File: src/rtl/mmio_pkg.sv
// mmio_pkg: shared definitions for the MMIO responder.
//   - Address constants for the PWM duty word and the micros/millis timers.
//   - funct3_e: RISC-V style access size/sign codes.
//   - is_misaligned(): alignment check for an access size and byte lane.
//   - load_extract(): picks the addressed byte/half/word and extends it.
`timescale 1ns/1ps
package mmio_pkg;

  localparam logic [31:0] DUTY_ADDR   = 32'hFFFF_FFFC;
  localparam logic [31:0] MICROS_ADDR = 32'hFFFF_FFF8;
  localparam logic [31:0] MILLIS_ADDR = 32'hFFFF_FFF4;

  typedef enum logic [2:0] {
    F3_B  = 3'b000,
    F3_H  = 3'b001,
    F3_W  = 3'b010,
    F3_BU = 3'b100,
    F3_HU = 3'b101
  } funct3_e;

  // Halves must sit on an even byte, words on a multiple of four.
  // Bytes and undefined codes are never flagged.
  function automatic logic is_misaligned(input logic [2:0] f3, input logic [1:0] lane);
    case (f3)
      F3_H, F3_HU: return lane[0];
      F3_W:        return lane != 2'b00;
      default:     return 1'b0;
    endcase
  endfunction

  // Right-aligns the addressed lane(s) of a word and extends per access code.
  // Undefined codes read as zero.
  function automatic logic [31:0] load_extract(input logic [31:0] word,
                                               input logic [2:0]  f3,
                                               input logic [1:0]  lane);
    logic [7:0]  b;
    logic [15:0] h;
    b = word[{lane, 3'b000} +: 8];
    h = lane[1] ? word[31:16] : word[15:0];
    case (f3)
      F3_B:    return {{24{b[7]}}, b};
      F3_BU:   return {24'h0, b};
      F3_H:    return {{16{h[15]}}, h};
      F3_HU:   return {16'h0, h};
      F3_W:    return word;
      default: return 32'h0;
    endcase
  endfunction

endpackage

File: src/rtl/mmio_pwm8.sv
// pwm8: one PWM channel. Compares a shared free-running 8-bit counter
// against this channel's duty byte.
//   count  in  8  shared PWM counter
//   duty   in  8  duty byte (0 = always low, 255 = high 255 of 256 cycles)
//   pwm    out 1  active-high PWM output
`timescale 1ns/1ps
module pwm8 (
  input  logic [7:0] count,
  input  logic [7:0] duty,
  output logic       pwm
);

  // Combinational compare so a new duty byte acts on the very next cycle.
  assign pwm = count < duty;

endmodule

File: src/rtl/mmio_responder.sv
// mmio_responder: memory-mapped peripheral block holding a 4-channel PWM duty
// word plus free-running microsecond and millisecond counters.
//   clk            in   1   sole clock, rising edge
//   reset          in   1   synchronous active-high reset
//   funct3         in   3   access size/sign code
//   dmem_wren      in   1   store strobe
//   dmem_address   in   32  byte address
//   dmem_data_in   in   32  right-aligned store data
//   dmem_data_out  out  32  registered, extended load data
//   misaligned     out  1   one-cycle misaligned-access pulse
//   led/red/green/blue out 1 each  active-high PWM outputs
`timescale 1ns/1ps
module mmio_responder
  import mmio_pkg::*;
#(
  parameter int CLK_HZ = 12000000
) (
  input  logic        clk,
  input  logic        reset,
  input  logic [2:0]  funct3,
  input  logic        dmem_wren,
  input  logic [31:0] dmem_address,
  input  logic [31:0] dmem_data_in,
  output logic [31:0] dmem_data_out,
  output logic        misaligned,
  output logic        led,
  output logic        red,
  output logic        green,
  output logic        blue
);

  localparam int US_DIV = CLK_HZ / 1000000;
  localparam int MS_DIV = CLK_HZ / 1000;

  logic [7:0]  duty_reg  [4];
  logic [7:0]  duty_next [4];
  logic [7:0]  pwm_cnt_reg;
  logic [31:0] us_pre_reg;
  logic [31:0] ms_pre_reg;
  logic [31:0] micros_reg;
  logic [31:0] millis_reg;
  logic [31:0] data_out_reg;
  logic        misaligned_reg;

  logic [1:0]  lane;
  logic        mis;
  logic        duty_hit;
  logic        store_en;
  logic [31:0] read_word;
  logic [3:0]  pwm_out;
  logic        us_tick;
  logic        ms_tick;

  assign lane     = dmem_address[1:0];
  assign mis      = is_misaligned(funct3, lane);
  assign duty_hit = dmem_address[31:2] == DUTY_ADDR[31:2];
  // Only the duty word is writable; timer words silently drop stores.
  assign store_en = dmem_wren && duty_hit && !mis;

  always_comb begin
    read_word = 32'h0;
    if (duty_hit)
      read_word = {duty_reg[3], duty_reg[2], duty_reg[1], duty_reg[0]};
    else if (dmem_address[31:2] == MICROS_ADDR[31:2])
      read_word = micros_reg;
    else if (dmem_address[31:2] == MILLIS_ADDR[31:2])
      read_word = millis_reg;
  end

  // Per-lane write enable and data; lane 0 = blue ... lane 3 = led.
  genvar gi;
  generate
    for (gi = 0; gi < 4; gi++) begin : g_lane
      logic       we;
      logic [7:0] wdata;

      always_comb begin
        we    = 1'b0;
        wdata = dmem_data_in[8*gi +: 8];
        case (funct3)
          F3_B: begin
            we    = lane == 2'(gi);
            wdata = dmem_data_in[7:0];
          end
          F3_H: begin
            we    = lane[1] == 1'(gi / 2);
            wdata = dmem_data_in[8*(gi % 2) +: 8];
          end
          F3_W:    we = 1'b1;
          default: we = 1'b0;
        endcase
      end

      assign duty_next[gi] = (store_en && we) ? wdata : duty_reg[gi];

      pwm8 u_pwm (
        .count (pwm_cnt_reg),
        .duty  (duty_reg[gi]),
        .pwm   (pwm_out[gi])
      );
    end
  endgenerate

  assign us_tick = us_pre_reg == 32'(US_DIV - 1);
  assign ms_tick = ms_pre_reg == 32'(MS_DIV - 1);

  always_ff @(posedge clk) begin
    if (reset) begin
      for (int i = 0; i < 4; i++) duty_reg[i] <= 8'h0;
      pwm_cnt_reg    <= 8'h0;
      us_pre_reg     <= 32'h0;
      ms_pre_reg     <= 32'h0;
      micros_reg     <= 32'h0;
      millis_reg     <= 32'h0;
      data_out_reg   <= 32'h0;
      misaligned_reg <= 1'b0;
    end else begin
      for (int i = 0; i < 4; i++) duty_reg[i] <= duty_next[i];
      pwm_cnt_reg <= pwm_cnt_reg + 8'd1;
      us_pre_reg  <= us_tick ? 32'h0 : us_pre_reg + 32'd1;
      ms_pre_reg  <= ms_tick ? 32'h0 : ms_pre_reg + 32'd1;
      if (us_tick) micros_reg <= micros_reg + 32'd1;
      if (ms_tick) millis_reg <= millis_reg + 32'd1;
      // read_word is the pre-store, pre-increment value of this cycle.
      data_out_reg   <= mis ? 32'h0 : load_extract(read_word, funct3, lane);
      misaligned_reg <= mis;
    end
  end

  assign dmem_data_out = data_out_reg;
  assign misaligned    = misaligned_reg;
  assign blue          = pwm_out[0];
  assign green         = pwm_out[1];
  assign red           = pwm_out[2];
  assign led           = pwm_out[3];

endmodule

File: config.mk
export PLATFORM = sky130hd
export DESIGN_NAME = mmio_responder
export DESIGN_NICKNAME = d
export VERILOG_FILES = /design/src/rtl/mmio_pkg.sv /design/src/rtl/mmio_pwm8.sv /design/src/rtl/mmio_responder.sv
export SDC_FILE = /design/constraint.sdc
export NUM_CORES = 1
export LEC_CHECK = 0
export CORE_MARGIN = 1.5
export CORE_UTILIZATION = 60
export CTS_BUF_LIST = sky130_fd_sc_hd__clkbuf_16
export DETAILED_ROUTE_END_ITERATION = 10
export PLACE_DENSITY = 0.87
export SYNTH_ARGS = -nofsm -noshare
export SYNTH_HDL_FRONTEND = slang
export SYNTH_SLANG_ARGS = --single-unit
File: constraint.sdc
create_clock -name clk -period 4.6 [get_ports clk]
set_input_delay 0.92 -clock clk [delete_from_list [all_inputs] [get_ports clk]]
set_output_delay 0.92 -clock clk [all_outputs]
set_load 0.02 [all_outputs]
==> metrics.csv <==
stage;metric;value;unit
sta;clock_skew;15.6;ps
clocking;clockRootBuffer;clkbuf_16;
setup_path;crit_path_end_kind;primary output;
floorplanning;rows;48;
power;power;3.71;mW
power;p_sw;0.840;mW
yosys;syn_inst;1306;
power;p_clk_frac;0.460;
power;power_frac_seq;0.474;
run_status;status;finished clean;
grt;grt_first_pass_wirelength;47000;um
sta;finalHoldViolCount;0;
layout;drive_above_1_share;0.0570;
layout;area_delta_synth_final;16.9;%
setup_path;crit_type;reg2out;
clocking;clock_latency;510;ps
power;peakVddDrop;0.305;mV
yosys;synth_area;10800;sq um
sta;worstMarginPinSlew;1280;ps
floorplanning;initial_core_util;0.617;
yosys;syn_area_per_cell;8.23;sq um
floorplanning;core;17400;sq um
floorplanning;die_x;137;um
layout;n_antenna_cell;0;
sta;period_share;0.863;
grt;grt_pass1_vias;9395;
setup_path;r2r_start;us_pre_reg[0];
yosys;synth-edff-count;0;
sta;slew_headroom;0.148;
layout;fin_util;0.721;
power;intPower;2.87;mW
clocking;cts_resized;0;
sta;min_period;3970;ps
setup_path;worst-path-max-fanout;6;
floorplanning;die_h;137;um
clocking;post-cts-setup-buffer-count;0;
detailed_routing;vias;10300;
clocking;cts_buffers;22;
setup_path;crit_path_start;pwm_cnt_reg[5];
floorplanning;die_area;18700;sq um
place;dp_hpwl;21100;um
hold_path;hold_start;ms_pre_reg[0];
power;p_leak;4.20;nW
detailed_routing;drc;0;
sta;max_freq;252;MHz
setup_path;cp.arrival;3050;ps
power;p_per_area;295;nW/um^2
sta;fin_setup_tns;0;ps
setup_path;required;3680;ps
yosys;synth_seq_cells;201;
flow_run;max-cap-violations;0;
grt;grt_max_degree;72;
detailed_routing;ant_nets;0;
sta;slew_viol_final;0;
clocking;cts_max_level;1;
place;portBuffers;106;
clocking;tritoncts;done;
layout;fillers;1357;
sta;setup_viol;0;
grt;grt_use_total;0.312;
setup_path;start_kind;flop;
clocking;path_clk_slew;60;ps
layout;nets;1477;
power;pwr-share-comb;0.066;
yosys;ys_seq_area_frac;0.374;
detailed_routing;drtIter0Drc;976;
detailed_routing;wire_per_inst;18.2;um
grt;antenna_found_initial;0;
place;gp_congestion;0.960;
floorplanning;ioPinCount;107;
hold_path;hold_path.class;reg2reg;
detailed_routing;wl;29400;um
yosys;synthArstFlopShare;0;
power;p_sw_frac;0.227;
clocking;hold_buffers;0;
yosys;syn_nets;1409;
grt;overflow;0;
sta;grt_setup_unrepaired;false;
clocking;clockBufferDepth;3;
detailed_routing;dr.pass1.iters;5;
yosys;yosys_most_used_dff;dfxtp_1;
clocking;clock-sinks;201;
detailed_routing;viasPerCell;6.38;
yosys;yosysWarnings;0;
setup_path;rrSetupSlack;1460;ps
yosys;synth_cell_types;61;
synthesized netlist by cell type (33+ instances only):
cell	n	share of area
dfxtp_1	201	0.37
nor2_1	153	0.053
nand2_1	96	0.034
a21oi_1	89	0.041
o21ai_0	68	0.032
clkbuf_1	58	0.020
inv_1	54	0.019
nand3_1	50	0.023
nand4_1	45	0.026
mux2i_1	42	0.039
or4_1	40	0.028
xor2_1	36	0.029
xnor2_1	34	0.028
ha_1	33	0.038
cell families after synthesis:
group | count (synthesis) | synth area share
AND/OR/NAND/NOR | 522 | 0.251
AO/OA/AOI/OAI | 285 | 0.166
flip-flops | 201 | 0.374
buffers and inverters | 129 | 0.0477
XOR/XNOR | 70 | 0.0570
multiplexers | 66 | 0.0653
adder cells (fa/ha/maj) | 33 | 0.0384
stage by stage:
step / cells / setup slack (ps) / hold WS, ps / cell area, sq um
after global placement: 1575 / 789 / 429 / 11900
final: 1612 / 630 / 445 / 12600
after global routing: 1612 / 601 / 479 / 12600
after detailed placement: 1575 / 633 / 436 / 11900
after CTS: 1612 / 731 / 449 / 12600
after floorplan: 1306 / 1830 / 418 / 10800
cell usage in the layout, fill, tap and decap left out, types with 26 or more instances in the layout:
cell type,synthesis,final
or4_1,40,40
nand3_1,50,50
nand4_1,45,45
ha_1,33,33
nor2_1,153,153
or3_1,26,26
nand2_1,96,96
o21ai_0,68,68
dfxtp_1,201,201
inv_1,54,59
clkdlybuf4s50_1,0,104
o31ai_1,31,31
xor2_1,36,36
xnor2_1,34,34
a21oi_1,89,89
mux2i_1,42,42
cell type report:
| type | instances | area, sq um | area share |
|---|---|---|---|
| Sequential cell | 201 | 4020 | 0.320 |
| Clock buffer | 23 | 576 | 0.0458 |
| Tap cell | 225 | 282 | 0.0224 |
| Clock inverter | 14 | 115 | 0.00916 |
| Timing Repair Buffer | 118 | 1140 | 0.0910 |
| Inverter | 55 | 206 | 0.0164 |
| Multi-Input combinational cell | 976 | 6220 | 0.495 |
routing by layer:
metal	up-vias	GRT usage	share of wire
li1	4888	-	-
met1	4794	0.399	0.41
met2	500	0.532	0.47
met3	103	0.0481	0.085
met4	0	0.116	0.037
met5	-	0	0
power groups by stage:
stage,Sequential [mW],Combinational [mW],Clock (mW)
floorplan,1.79,0.129,0
global placement,1.80,0.235,0
detailed placement,1.80,0.239,0
CTS,1.76,0.241,1.72
global route,1.76,0.262,1.80
finish,1.76,0.245,1.70
worst max-delay path: stages, from the launching register on:
cell and delay (ps):
dfxtp_1 510, ha_1 310, a2111oi_0 750, nand2_1 80, o21ai_0 110, a31o_2 150
clkdlybuf4s50_1 620
path summary, 6_finish.rpt:
path               endpoint  depth (start not counted)
min           ms_pre_reg[0]                          1
min reg2reg   ms_pre_reg[0]                          1
max reg2reg  micros_reg[18]                          6
max                    blue                          6
Power figures use the tool's default switching activity.
